## src/rtl/valet_dispatch_ctrl.sv

```systemverilog
// Round-robin park/retrieve sequencer in front of cam_lot: lookup, then write/read.
// Latency: DUP/FULL/MISS response 2 cycles after accept, OK 3 cycles after accept.
// Backpressure: resp_ready low holds RESP with stable fields and blocks new grants.
module valet_dispatch_ctrl #(
  parameter int  TAG_WIDTH = 16,
  parameter int  DEPTH     = 8,
  parameter int  NUM_REQ   = 4,
  localparam int IDX_W     = $clog2(DEPTH),
  localparam int CNT_W     = $clog2(DEPTH + 1),
  localparam int ID_W      = (NUM_REQ > 1) ? $clog2(NUM_REQ) : 1
) (
  input  logic                         clk,
  input  logic                         rst_n,
  input  logic [NUM_REQ-1:0]           req_valid,
  input  logic [NUM_REQ-1:0]           req_op,
  input  logic [NUM_REQ*TAG_WIDTH-1:0] req_tag,
  output logic [NUM_REQ-1:0]           req_ready,
  output logic                         resp_valid,
  input  logic                         resp_ready,
  output logic [ID_W-1:0]              resp_id,
  output logic [1:0]                   resp_status,
  output logic [TAG_WIDTH-1:0]         resp_tag,
  output logic [IDX_W-1:0]             resp_index,
  output logic                         cam_write_en,
  output logic                         cam_read_en,
  output logic [TAG_WIDTH-1:0]         cam_tag,
  input  logic                         cam_match,
  input  logic [IDX_W-1:0]             cam_index,
  input  logic [TAG_WIDTH-1:0]         cam_tag_out,
  output logic [CNT_W-1:0]             occupancy,
  output logic                         lot_full
);

  localparam logic [1:0] ST_OK   = 2'b00;
  localparam logic [1:0] ST_DUP  = 2'b01;
  localparam logic [1:0] ST_FULL = 2'b10;
  localparam logic [1:0] ST_MISS = 2'b11;

  typedef enum logic [1:0] {IDLE, LOOKUP, ACT, RESP} state_t;

  state_t               state, state_nxt;
  logic [ID_W-1:0]      rr_ptr;
  logic                 lat_op;
  logic [TAG_WIDTH-1:0] lat_tag;
  logic [ID_W-1:0]      lat_id;
  logic                 grant_vld;
  logic [ID_W-1:0]      grant_id;
  logic [ID_W-1:0]      cand;
  int                   idx;
  logic [TAG_WIDTH-1:0] tag_arr [NUM_REQ];

  assign resp_valid = (state == RESP);
  assign lot_full   = (occupancy == CNT_W'(DEPTH));

  always_comb begin
    for (int i = 0; i < NUM_REQ; i++) begin
      tag_arr[i] = req_tag[i*TAG_WIDTH +: TAG_WIDTH];
    end
  end

  // Walk downward so the candidate closest to rr_ptr is the last (winning) assignment.
  always_comb begin
    grant_vld = 1'b0;
    grant_id  = '0;
    idx       = 0;
    cand      = '0;
    for (int k = NUM_REQ - 1; k >= 0; k--) begin
      idx = int'(rr_ptr) + k;
      if (idx >= NUM_REQ) idx = idx - NUM_REQ;
      cand = ID_W'(idx);
      if (req_valid[cand]) begin
        grant_vld = 1'b1;
        grant_id  = cand;
      end
    end
  end

  always_comb begin
    state_nxt    = state;
    req_ready    = '0;
    cam_write_en = 1'b0;
    cam_read_en  = 1'b0;
    cam_tag      = '0;
    case (state)
      IDLE: begin
        if (grant_vld) begin
          req_ready[grant_id] = 1'b1;
          state_nxt           = LOOKUP;
        end
      end
      LOOKUP: begin
        cam_tag = lat_tag;
        if (!lat_op) state_nxt = (cam_match || lot_full) ? RESP : ACT;
        else         state_nxt = cam_match ? ACT : RESP;
      end
      ACT: begin
        cam_tag      = lat_tag;
        cam_write_en = !lat_op;
        cam_read_en  = lat_op;
        state_nxt    = RESP;
      end
      RESP: begin
        cam_tag = lat_tag;
        if (resp_ready) state_nxt = IDLE;
      end
      default: state_nxt = IDLE;
    endcase
  end

  always_ff @(posedge clk) begin
    if (!rst_n) begin
      state       <= IDLE;
      rr_ptr      <= '0;
      lat_op      <= 1'b0;
      lat_tag     <= '0;
      lat_id      <= '0;
      occupancy   <= '0;
      resp_id     <= '0;
      resp_status <= ST_OK;
      resp_tag    <= '0;
      resp_index  <= '0;
    end else begin
      state <= state_nxt;
      case (state)
        IDLE: begin
          if (grant_vld) begin
            lat_op  <= req_op[grant_id];
            lat_tag <= tag_arr[grant_id];
            lat_id  <= grant_id;
            if (int'(grant_id) == NUM_REQ - 1) rr_ptr <= '0;
            else                               rr_ptr <= grant_id + 1'b1;
          end
        end
        LOOKUP: begin
          resp_id     <= lat_id;
          resp_tag    <= lat_tag;
          resp_index  <= '0;
          resp_status <= ST_OK;
          if (!lat_op) begin
            if (cam_match) begin
              resp_status <= ST_DUP;
              resp_index  <= cam_index;
            end else if (lot_full) begin
              resp_status <= ST_FULL;
            end
          end else if (!cam_match) begin
            resp_status <= ST_MISS;
          end
        end
        ACT: begin
          resp_status <= ST_OK;
          if (lat_op) begin
            resp_tag   <= cam_tag_out;
            resp_index <= cam_index;
            if (occupancy != '0) occupancy <= occupancy - 1'b1;
          end else if (!lot_full) begin
            occupancy <= occupancy + 1'b1;
          end
        end
        default: ;
      endcase
    end
  end

  // The lookup step filters out full-lot parks and missing retrieves, so ACT never saturates.
  always_ff @(posedge clk) begin
    if (rst_n && state == ACT) begin
      assert (lat_op ? (occupancy != '0) : !lot_full);
    end
  end

endmodule
```

## config.mk

```make
export PLATFORM = sky130hd
export DESIGN_NAME = valet_dispatch_ctrl
export DESIGN_NICKNAME = d
export VERILOG_FILES = /design/src/rtl/valet_dispatch_ctrl.sv
export SDC_FILE = /design/constraint.sdc
export NUM_CORES = 1
export LEC_CHECK = 0
export CAP_MARGIN = 10
export CELL_PAD_IN_SITES_DETAIL_PLACEMENT = 1
export CELL_PAD_IN_SITES_GLOBAL_PLACEMENT = 2
export CORE_UTILIZATION = 20
export CTS_CLUSTER_SIZE = 30
export DETAILED_ROUTE_END_ITERATION = 10
export HOLD_SLACK_MARGIN = 0.05
export PLACE_DENSITY_LB_ADDON = 0.1
export SYNTH_ARGS = -nofsm -noshare
export SYNTH_HDL_FRONTEND = slang
export SYNTH_SLANG_ARGS = --single-unit
```

## constraint.sdc

```tcl
create_clock -name clk -period 2 [get_ports clk]
set_clock_uncertainty 0.05 [all_clocks]
set_input_delay 0.2 -clock clk [delete_from_list [all_inputs] [get_ports clk]]
set_output_delay 0.2 -clock clk [all_outputs]
set_load 0.1 [all_outputs]
```

==> out/qor.yml <==
synth:
  yosys-top-cells-count: "56 x mux2i_1, 50 x dfxtp_1, 40 x nand2_1, 30 x nor2b_1, 16 x o211a_1"
  synth.area.top_cells: "dfxtp_1 34%, mux2i_1 19%, nor2b_1 6.5%"
  synthFlopType: "dfxtp_1"
  syn-cell-area_um2: 2900
  yosysWarnings: 0
  synth_top_area_share_pct: 34.5
  synthDistinctLibCells: 36
  syn_area_per_cell_um2: 9.58
  synth.most_common_cell: "mux2i_1"
  synth_edf_count: 0
  synth_nets: 407
  syn_inst: 303
  synth-async-reset-ratio_pct: 0
  yosysSeqAreaShare_pct: 34.5
  ys_ff_latch: 50
  yosys.area.top_type: "dfxtp_1"
placement:
  postPlaceCellArea_um2: 4970
  hpwl_mm: 8.25
  pre_cts_ws_ns: -0.218
  finalWeightedCongestion: 0.725
  io_buffer_count: 145
clock_network:
  htree_levels: 2
  clkSinkCount: 50
  cts_tree: "built"
  clock_latency_ns: 0.30
  cts_root_buffer: "clkbuf_16"
  path_clk_slew_ns: 0.06
  cts_buffer_depth: 2
  cts_hold_buf: 0
  cts_made_buffers: 5
critical_path:
  arrival_ns: 1.79
  cp-end-kind: "output port"
  crit_fanout: 5
  cp_num_buf_inv: 3
  cp_cell_sequence: "inv_2 -> a22o_1 -> a211oi_4 -> inv_2 -> ha_2 -> and2_4 -> buf_12"
  cpMostUsedCell: "inv_2"
  cp_slowest_cell: "dfxtp_2"
  critPathKind: "flop to output port"
  slowest_delay_ns: 0.35
  cpLargestDelayFamily: "compound AO/OA/AOI/OAI gates"
  required_ns: 1.75
  start_kind: "flop"
timing:
  maxSlewViolCount: 0
  setup_viol: 2
  fin_crit_sh_pct: 102
  setup_tns_ns: -0.0496
  final.setup.worst_slack_ns: -0.0408
  relSlewSlack_pct: 73.9
  worstMarginPinSlew_ns: 0.387
  rsz0062_at_grt: "yes"
  final_hold_viol_count: 0
  period_needed_ns: 2.04
  hold_ws_ns: 0.440
  fmax_ghz: 0.490
global_route:
  grt-ovfl-total: 0
  grt.total_usage_pct: 14.8
  grt_max_degree: 33
  grt_pass1_vias: 3012
  antenna_found_initial: 0
  grt_pass1_wl_mm: 16.5
routing:
  firstDrtPassIters: 6
  antenna_left: 0
  drt_iter0_drc: 78
  via_count: 2819
  wl_mm: 10.6
  drc: 0
  vias_per_cell: 4.42
  wire_per_inst_um: 16.6
cells_and_area:
  fin_area_um2: 5170
  areaGrowthSynthToFinish_pct: 78.1
  fillCellCount: 1594
  num-nets-final: 561
  antenna_cells: 0
  drive_gt1_share_pct: 28.4
die:
  rows: 43
  die_x_um: 123
  die_h_um: 123
  io_pins: 146
  dieArea_um2: 15000
  floorplan.initialDensity_pct: 20.7
  design.core.area_um2: 14000
outcome:
  outcome: "finished, violations left"
  failed_checks: "setup timing"
power:
  ir_drop_uv: 1330
  p_leak_nw: 2.17
  p_per_area_nw_per_um2: 1840
hold_path:
  hold_path.class: "flop to flop"
run:
  cap_violations: 0
==> state kept, by name, indices dropped and copies added (netlist names) <==
| register | count |
|---|---|
| lat_tag | 16 |
| resp_tag | 16 |
| occupancy | 4 |
| resp_index | 3 |
| lat_id | 2 |
| resp_id | 2 |
| resp_status | 2 |
| rr_ptr | 2 |
| state | 2 |
| lat_op | 1 |
==> tightest hold or removal path, cell delays in order (launching register included) <==
cell	delay [ns]
dfxtp_1	0.31
o21ai_0	0.05
a21boi_0	0.08
==> placed cells by master, fill, tap and decap left out, types with 2 or more instances in the layout <==
master           instances
clkdlybuf4s50_1         90
mux2i_1                 56
dfxtp_1                 45
buf_4                   43
nand2_1                 40
buf_12                  29
o211a_1                 16
nor2b_1                 13
o221ai_2                10
inv_1                    9
nor2b_4                  9
a21oi_1                  8
nor2b_2                  8
o221ai_1                 7
o21ai_0                  6
ha_1                     5
clkbuf_16                5
xnor2_1                  4
dlygate4sd2_1            4
dfxtp_2                  4
inv_2                    3
nand2b_1                 3
and2_1                   3
a21boi_0                 3
a22oi_1                  3
ha_2                     3
a21oi_2                  2
nor2_1                   2
nor3_1                   2
nor2_4                   2
and2_4                   2
==> what timing repair did <==
item                       CTS  global route
setup endpoints to repair   10            11
gates resized for setup     18             3
pin swaps                    5             2
gates cloned                 0             0
buffers inserted             2             0
==> layout make-up <==
class	instances	area, µm²	area share, %
clock buffer	7	143	2.76
timing repair buffer	166	1840	35.6
sequential	50	1010	19.5
inverter	12	45.0	0.871
clock inverter	1	5.00	0.0968
tap	180	225	4.36
multi-input combinational	222	1900	36.8
==> path summary, 6_finish.rpt <==
| path | from | end | slack, ns | cells past startpoint |
|---|---|---|---|---|
| worst max register to register | rr_ptr[0] | lat_tag[6] | 0.15 | 9 |
| worst min register to register | lat_id[0] | lat_id[0] | 0.44 | 2 |
| worst min-delay path | lat_id[0] | lat_id[0] | 0.44 | 2 |
| worst max-delay path | rr_ptr[0] | req_ready[2] | -0.04 | 7 |
==> stage by stage <==
stage	instances	power (mW)	utilization [%]
floorplan	303	6.54	-
global placement	628	8.58	35.4
detailed placement	628	8.64	35.4
CTS	638	9.68	36.8
global route	638	10.1	36.8
finish	638	9.54	36.8
==> routing by layer <==
metal  GRT usage [%]  up-vias  share of wire [%]
li1                -     1382                  -
met1            16.5     1340                 40
met2            26.2       90                 51
met3            4.97        7                7.7
met4            4.80        0                1.2
met5               0        -                  0
==> power by group <==
part / internal (mW) / switching, mW / leakage (nW) / total (mW)
clock network: 0.498 / 0.401 / 0.0739 / 0.899
logic: 2.33 / 4.49 / 1.68 / 6.81
registers: 1.44 / 0.381 / 0.413 / 1.83
total: 4.27 / 5.27 / 2.17 / 9.54
==> kinds of logic (layout without fill, tap and decap cells) <==
kind of cell    count (synthesis)  count (layout)  synth area share, %
buf+inv                        31             186                 5.04
compound gates                 61              61                 19.0
xor+xnor                        5               5                 1.51
fa+ha+maj                       9               9                 4.14
mux                            56              56                 19.3
simple gates                   91              91                 16.5
flops                          50              50                 34.5
Power figures use the tool's default switching activity.
==> edit: new RTL, same settings <==
`TAG_WIDTH`: 16 -> 20.
--- a/src/rtl/valet_dispatch_ctrl.sv
+++ b/src/rtl/valet_dispatch_ctrl.sv
@@ -4,3 +4,3 @@
 module valet_dispatch_ctrl #(
-  parameter int  TAG_WIDTH = 16,
+  parameter int  TAG_WIDTH = 20,
   parameter int  DEPTH     = 8,
Interface: changed (resized cam_tag, cam_tag_out, req_tag and resp_tag); port bits go from 146 to 174. The function was not compared with the original's and may differ.
==> edit against the unedited design <==
The run still ends with setup timing left; worst setup slack improved by 0.035 ns; wire length is 20% higher; power rose by 24%; critical path depth is the same; cell area grew 19%; count of clock-buffer cells in the layout is 4 higher; synthesized area rose by 16%; largest cell class is now non-clock buffers; sequential cell count is 8 higher; highest routed layer unchanged.
==> edit: results <==
# TYPE chip_impl_metric gauge
chip_impl_info{name="outcome",value="complete, but fails checks"} 1
chip_impl_info{name="failed_checks",value="setup timing"} 1
chip_impl_metric{name="peakVddDrop",unit="mV"} 0.750
chip_impl_metric{name="timing_worst_slew_pin_value",unit="ns"} 0.451
chip_impl_info{name="r2r-start",value="rr_ptr[1]"} 1
chip_impl_metric{name="gp_congestion",unit=""} 0.727
chip_impl_metric{name="fill_cells",unit=""} 1815
chip_impl_metric{name="clock_tree.htree_level_count",unit=""} 3
chip_impl_info{name="rr_endpoint",value="lat_tag[14]"} 1
chip_impl_metric{name="worst_reg2reg_setup_slack",unit="ns"} 0.09
chip_impl_metric{name="global_route.usage.met1",unit=""} 0.169
chip_impl_metric{name="place.port_buffers",unit=""} 173
chip_impl_metric{name="post-dp-hpwl",unit="mm"} 9.49
chip_impl_info{name="timing.hold.worst.class",value="input port to register"} 1
chip_impl_metric{name="setup-violations-final",unit=""} 2
chip_impl_metric{name="sum_of_negative_setup_slack",unit="ns"} -0.00941
chip_impl_metric{name="design.final.nets",unit=""} 664
chip_impl_metric{name="sequential_portion_of_the_cell_area",unit=""} 0.189
chip_impl_metric{name="grt_first_pass_wirelength",unit="mm"} 19.7
chip_impl_metric{name="internal-power",unit="mW"} 5.59
chip_impl_metric{name="final_critical_path_setup_slack",unit="ns"} -0.00570
chip_impl_info{name="reg.largest.list",value="lat_tag: 20 flops, resp_tag: 20 flops, occupancy: 4 flops"} 1
chip_impl_metric{name="area_share_clock_buf_inv",unit=""} 0.0519
chip_impl_metric{name="nonClockBufferCount",unit=""} 205
chip_impl_metric{name="first_global_vias",unit=""} 3502
chip_impl_metric{name="fin_worst_hold_slack",unit="ns"} 0.254
## edit: changes by cell type after synthesis, moves of 4 or more
cell,change
o211a_1,+4
mux2i_1,+11
o221ai_2,-8
o221ai_1,+12
dfxtp_1,+8
nand2_1,+9
clkbuf_1,+5
buf_6,+5
## edit: layer usage
| layer | routed length [µm] | vias up |
|---|---|---|
| met5 | 0 | - |
| met4 | 140 | 0 |
| met1 | 5240 | 1562 |
| li1 | - | 1631 |
| met3 | 920 | 9 |
| met2 | 6420 | 101 |
## edit: worst max-delay path, stage by stage (launching register included)
cell and delay (ns):
dfxtp_4 0.37, mux2i_2 0.23, nor2_2 0.07, nor3_4 0.22
inv_2 0.06, ha_2 0.17, and2_4 0.14, buf_12 0.16
## edit: how the worst max path moves through the flow
stage	cells after the start	slack, ns	to	start
after global placement	6	-0.22	req_ready[1]	req_valid[0]
after global routing	7	-0.11	req_ready[2]	rr_ptr[1]
after floorplan	4	-0.47	cam_tag[0]	state[0]
after CTS	6	-0.06	req_ready[3]	rr_ptr[1]
final	7	-0.006	req_ready[2]	rr_ptr[1]
after detailed placement	6	-0.25	req_ready[1]	req_valid[0]
## edit: power by group through the flow
stage	clock, mW	sequential [mW]	combinational [mW]
after floorplan	0	3.78	3.70
after detailed placement	0	2.07	7.84
final	1.69	2.04	8.06
after global routing	1.80	2.13	8.49
after CTS	1.75	2.06	8.01
after global placement	0	2.06	7.79
## edit: cell families (layout without fill, tap and decap cells)
group | Yosys count | count (layout) | synth area share
simple gates | 106 | 106 | 0.163
mux | 69 | 69 | 0.209
compound gates | 66 | 66 | 0.167
flops | 58 | 58 | 0.345
buf+inv | 37 | 232 | 0.0672
fa+ha+maj | 9 | 9 | 0.0357
xor+xnor | 5 | 5 | 0.0130
